## src/rtl/mips_multicycle_ctrl.sv

```systemverilog
`default_nettype none
// ============================================================================
// Module      : mips_multicycle_ctrl
// Description : Multi-cycle sequencer for the MIPS datapath. Steps each
//               instruction through FETCH/DECODE/EXEC/MEM/WB over a single
//               shared instruction/data memory port, with a per-access
//               mem_ready timeout that halts the core and flags bus_err.
//               Optional performance counters are enabled by defining the
//               macro MC_PERF_CNT_EN (adds cycle_cnt and instret outputs).
// Revision    : 1.0 - initial release
// ============================================================================
module mips_multicycle_ctrl #(
    parameter int TIMEOUT_CYCLES = 16,
    parameter int TO_W           = 5
) (
    input  logic        clock,
    input  logic        reset,
    input  logic [1:0]  control_type,
    input  logic        writeenable,
    input  logic        mem_read,
    input  logic        word_we,
    input  logic        byte_we,
    input  logic        except,
    input  logic        mem_ready,
    output logic        mem_req,
    output logic        mem_addr_sel,
    output logic        mem_wr,
    output logic        ir_we,
    output logic        mdr_we,
    output logic        pc_we,
    output logic [1:0]  pc_sel,
    output logic        rf_we,
    output logic        halted,
    output logic        bus_err,
    output logic [2:0]  state_dbg
`ifdef MC_PERF_CNT_EN
    ,
    output logic [31:0] cycle_cnt,
    output logic [31:0] instret
`endif
);

    localparam logic [2:0]      c_FETCH    = 3'd0;
    localparam logic [2:0]      c_DECODE   = 3'd1;
    localparam logic [2:0]      c_EXEC     = 3'd2;
    localparam logic [2:0]      c_MEM      = 3'd3;
    localparam logic [2:0]      c_WB       = 3'd4;
    localparam logic [2:0]      c_HALT     = 3'd5;
    localparam logic [TO_W-1:0] c_TO_LIMIT = TO_W'(TIMEOUT_CYCLES);
    localparam bit              c_TO_EN    = (TIMEOUT_CYCLES != 0);

    logic [2:0]      r_state;
    logic [2:0]      w_next;
    logic [TO_W-1:0] r_to_cnt;
    logic [TO_W-1:0] w_to_inc;
    logic            w_to_last;
    logic            w_to_fire;
    logic            w_store;
    logic            w_mem_op;
    logic            w_enter_acc;
    logic            r_bus_err;

    assign w_store     = word_we | byte_we;
    assign w_mem_op    = mem_read | w_store;
    assign w_to_inc    = r_to_cnt + 1'b1;
    // Current waiting cycle is the last one the memory is allowed
    assign w_to_last   = c_TO_EN && (w_to_inc == c_TO_LIMIT);
    assign w_enter_acc = (w_next != r_state) && ((w_next == c_FETCH) || (w_next == c_MEM));
    assign state_dbg   = r_state;
    assign bus_err     = r_bus_err;

    // State register with asynchronous reset
    always_ff @(posedge clock or posedge reset) begin
        if (reset) begin
            r_state <= c_FETCH;
        end else begin
            r_state <= w_next;
        end
    end

    // Next-state and strobe decode; all outputs forced low while reset is held
    always_comb begin
        w_next       = r_state;
        w_to_fire    = 1'b0;
        mem_req      = 1'b0;
        mem_addr_sel = 1'b0;
        mem_wr       = 1'b0;
        ir_we        = 1'b0;
        mdr_we       = 1'b0;
        pc_we        = 1'b0;
        pc_sel       = 2'd0;
        rf_we        = 1'b0;
        halted       = 1'b0;
        case (r_state)
            c_FETCH: begin
                mem_req = 1'b1;
                if (mem_ready) begin
                    ir_we  = 1'b1;
                    pc_we  = 1'b1;
                    w_next = c_DECODE;
                end else if (w_to_last) begin
                    w_to_fire = 1'b1;
                    w_next    = c_HALT;
                end
            end
            c_DECODE: begin
                w_next = except ? c_HALT : c_EXEC;
            end
            c_EXEC: begin
                if (control_type != 2'd0) begin
                    pc_we  = 1'b1;
                    pc_sel = control_type;
                    w_next = c_FETCH;
                end else if (w_mem_op) begin
                    w_next = c_MEM;
                end else if (writeenable) begin
                    w_next = c_WB;
                end else begin
                    w_next = c_FETCH;
                end
            end
            c_MEM: begin
                mem_req      = 1'b1;
                mem_addr_sel = 1'b1;
                mem_wr       = w_store;
                if (mem_ready) begin
                    if (w_store) begin
                        w_next = c_FETCH;
                    end else begin
                        mdr_we = 1'b1;
                        w_next = c_WB;
                    end
                end else if (w_to_last) begin
                    w_to_fire = 1'b1;
                    w_next    = c_HALT;
                end
            end
            c_WB: begin
                rf_we  = writeenable;
                w_next = c_FETCH;
            end
            c_HALT: begin
                halted = 1'b1;
            end
            default: begin
                w_next = c_FETCH;
            end
        endcase
        if (reset) begin
            mem_req      = 1'b0;
            mem_addr_sel = 1'b0;
            mem_wr       = 1'b0;
            ir_we        = 1'b0;
            mdr_we       = 1'b0;
            pc_we        = 1'b0;
            pc_sel       = 2'd0;
            rf_we        = 1'b0;
            halted       = 1'b0;
        end
    end

    // Per-access wait counter: cleared on entering an access state, counts stalled cycles
    always_ff @(posedge clock or posedge reset) begin
        if (reset) begin
            r_to_cnt <= '0;
        end else if (w_enter_acc) begin
            r_to_cnt <= '0;
        end else if (mem_req && !mem_ready) begin
            r_to_cnt <= w_to_inc;
        end
    end

    // Sticky bus error, set only by a memory timeout
    always_ff @(posedge clock or posedge reset) begin
        if (reset) begin
            r_bus_err <= 1'b0;
        end else if (w_to_fire) begin
            r_bus_err <= 1'b1;
        end
    end

`ifdef MC_PERF_CNT_EN
    logic [31:0] r_cycle_cnt;
    logic [31:0] r_instret;
    logic        w_retire;

    // An instruction retires when the sequencer returns to FETCH from EXEC/MEM/WB
    assign w_retire  = (w_next == c_FETCH) &&
                       ((r_state == c_EXEC) || (r_state == c_MEM) || (r_state == c_WB));
    assign cycle_cnt = r_cycle_cnt;
    assign instret   = r_instret;

    // Free-running cycle and retired-instruction counters
    always_ff @(posedge clock or posedge reset) begin
        if (reset) begin
            r_cycle_cnt <= '0;
            r_instret   <= '0;
        end else begin
            r_cycle_cnt <= r_cycle_cnt + 32'd1;
            if (w_retire) begin
                r_instret <= r_instret + 32'd1;
            end
        end
    end
`endif

endmodule
`default_nettype wire

```

## config.mk

```make
export PLATFORM = sky130hd
export DESIGN_NAME = mips_multicycle_ctrl
export DESIGN_NICKNAME = d
export VERILOG_FILES = /design/src/rtl/mips_multicycle_ctrl.sv
export SDC_FILE = /design/constraint.sdc
export NUM_CORES = 1
export LEC_CHECK = 0
export BUFFER_PORTS_ARGS = -buffer_cell sky130_fd_sc_hd__buf_2
export CORE_MARGIN = 4
export CORE_UTILIZATION = 40
export DETAILED_ROUTE_END_ITERATION = 6
export MAX_ROUTING_LAYER = met4
export PLACE_DENSITY = 0.75
export REMOVE_ABC_BUFFERS = 1
export SLEW_MARGIN = 25
export SYNTH_ARGS = -nofsm -noshare
export SYNTH_HDL_FRONTEND = slang
export SYNTH_SLANG_ARGS = --single-unit
```

## constraint.sdc

```tcl
create_clock -name clock -period 2.36 [get_ports clock]
set_clock_uncertainty 0.2 [all_clocks]
set_input_delay 0.236 -clock clock [delete_from_list [all_inputs] [get_ports clock]]
set_output_delay 0.236 -clock clock [all_outputs]
set_load 0.01 [all_outputs]
```

==> impl_metrics.json <==
{
  "cp_cell_sequence": "nand2_1, nor3_1, and3_1, buf_2",
  "nets": 114,
  "p_seq_frac": 0.388,
  "timing.slew.headroom": 0.623,
  "hold_end": "state_dbg[2]",
  "status": "complete, no violations",
  "wl_met3_um": 147,
  "vias": 670,
  "p_clk_frac": 0.155,
  "cp.required_ns": 1.92,
  "diodes": 0,
  "grt_pass1_wl_mm": 2.92,
  "p_int_w": 0.000424,
  "min_period_ns": 2.10,
  "worstReg2RegStart": "state_dbg[2]",
  "worst-endpoint-arrival_ns": 1.67,
  "overflow": 0,
  "core_area_sq_mm": 0.00154,
  "drc": 0,
  "grt_max_degree": 17,
  "drt_first_pass_iters": 4,
  "cp_max_fo": 16,
  "synth_cell_types": 35,
  "p_comb_frac": 0.457,
  "io_buffers": 23,
  "wl_mm": 1.69,
  "ys_async_sr_fraction": 1.00,
  "ir_drop_mv": 0.479,
  "slowest_stage": "dfrtp_1",
  "worst-setup-path-type": "reg -> out",
  "rows": 14,
  "numClockSinks": 9,
  "ys_seq_elements": 9,
  "tns_ns": 0,
  "die-area_sq_mm": 0.00237,
  "clk_path_buf_depth": 2,
  "clk-insertion-delay-late_ns": 0.27,
  "routed-wl-met2_um": 775,
  "multi_input_area_sq_um": 414,
  "die_h_um": 48.6,
  "drtIter0Drc": 12,
  "antenna_found_initial": 0,
  "fillers": 157,
  "cts-root-buf": "clkbuf_4",
  "setup_viol_count_final": 0,
  "cts_setup_buffers": 0,
  "synth_cells": 78,
  "dpl.hpwl_mm": 1.22,
  "reg2reg_depth": 4,
  "rr_endpoint": "r_to_cnt[3]",
  "final_common_cell": "buf_2",
  "boundaryPins": 24,
  "initial_core_util": 0.429,
  "synth-edff-count": 0,
  "seq_area_frac_synth": 0.341,
  "regArea_sq_um": 225,
  "whs_path_depth": 3,
  "area_delta_synth_final_pct": 23.9,
  "p_leak_nw": 0.401,
  "hold_violations": 0,
  "place_inst": 113,
  "drv_cap": 0,
  "wl_met1_um": 752,
  "cp-start-kind": "flip-flop",
  "cts_tree": "built",
  "highest_layer": "met4",
  "cp-end-kind": "output port",
  "rsz0062_at_grt": "false",
  "grt_usage": 0.156,
  "syn_area_sq_um": 661,
  "syn_avg_cell_area_sq_um": 8.47,
  "mostFrequentLayoutCells": "buf_2 (23), nor2_1 (10), dfrtp_1 (9)",
  "die_x_um": 48.6,
  "ys_warn_count": 0,
  "final_cells": 118,
  "fmax_ghz": 0.476,
  "h-tree-depth": 1,
  "final_layout_size_suffix_gt1_frac": 0.304,
  "power_switching_w": 0.000361,
  "reg2reg_slack_ns": 0.47,
  "numCtsBuffers": 3,
  "wl_per_cell_um": 14.3,
  "max_stage_delay_ns": 0.66,
  "ant_nets": 0,
  "power.density_mw_per_mm2": 960,
  "gp_congestion": 0.810,
  "slew_violations": 0,
  "grt_pass1_vias": 639,
  "swShare": 0.460,
  "worstMarginPinSlew_ns": 0.560,
  "synthFlopType": "dfrtp_1",
  "hold_class": "in -> reg",
  "viasPerCell": 5.68,
  "path_clk_slew_ns": 0.06,
  "period_share": 0.891,
  "hp-start": "writeenable"
}
layer usage:
| metal | global-route usage | vias up |
|---|---|---|
| met1 | 0.197 | 309 |
| met2 | 0.226 | 23 |
| met3 | 0.0675 | 2 |
| li1 | - | 336 |
| met4 | 0.0404 | 0 |
| met5 | - | - |
critical path, delay by kind of cell, from the launching register on:
family | cells | cell delay [ns]
simple gates | 3 | 0.61
buf+inv | 1 | 0.13
flops | 1 | 0.66
cell type report:
cell class,count,share of cell area
Multi-Input combinational cell,63,0.506
Sequential cell,9,0.275
Timing Repair Buffer,24,0.153
Clock buffer,4,0.0321
Tap cell,16,0.0245
Inverter,2,0.00917
per-stage QoR:
stage	utilization	area (sq um)	setup WS (ns)	hold slack, ns	total power (W)
finish	0.531	818	0.258	0.0874	0.000785
global route	0.531	818	0.0988	0.0945	0.000852
CTS	0.526	811	0.163	0.0827	0.000774
detailed placement	0.502	774	0.464	0.0905	0.000644
floorplan	-	639	0.629	-0.136	0.000522
global placement	0.502	774	0.460	0.0755	0.000640
state kept, by name (all words and copies together), names as in the netlist:
register,cells
state_dbg,3
bus_err,1
r_to_cnt,5
power by group through the flow:
stage	clock (W)	combinational (W)	sequential, W
floorplan	0	0.000237	0.000285
global placement	0	0.000345	0.000295
detailed placement	0	0.000345	0.000299
CTS	0.000128	0.000349	0.000297
global route	0.000133	0.000402	0.000317
finish	0.000122	0.000359	0.000304
how the worst max path moves through the flow:
stage / startpoint / end / slack [ns] / depth (start not counted)
final: state_dbg[1] / mdr_we / 0.26 / 4
after global routing: state_dbg[1] / mdr_we / 0.1 / 4
after CTS: state_dbg[1] / mem_req / 0.16 / 3
after detailed placement: state_dbg[1] / mem_req / 0.46 / 3
after global placement: state_dbg[1] / mem_req / 0.46 / 3
after floorplan: state_dbg[1] / mdr_we / 0.63 / 3
cell usage after synthesis (2+ instances only):
library cell / count / area share
a31oi_1: 2 / 0.019
buf_2: 2 / 0.015
xor2_1: 3 / 0.040
nand3_1: 4 / 0.030
nor3_1: 4 / 0.030
inv_1: 2 / 0.011
nand2b_1: 2 / 0.019
a21oi_1: 2 / 0.015
a21oi_2: 2 / 0.027
and3_1: 5 / 0.047
nor2_1: 10 / 0.057
nor4b_1: 2 / 0.027
o21ai_0: 2 / 0.015
nor3b_1: 3 / 0.034
dfrtp_1: 9 / 0.34
xnor2_1: 2 / 0.027
nand2_1: 4 / 0.023
cells by family after synthesis:
| family | share of synthesized area |
|---|---|
| buffers and inverters | 0.0436 |
| AOI/OAI and AO/OA | 0.174 |
| xor gates and xnor gates | 0.0663 |
| and+or+nand+nor | 0.356 |
| DFF | 0.341 |
| adders and majority gates | 0.0189 |
timing repair:
action | in CTS | in global routing
setup endpoints to repair | 0 | 1
gates resized for setup | 0 | 1
hold buffers | 1 | 0
hold endpoints to repair | 9 | 0
Power figures use the tool's default switching activity.
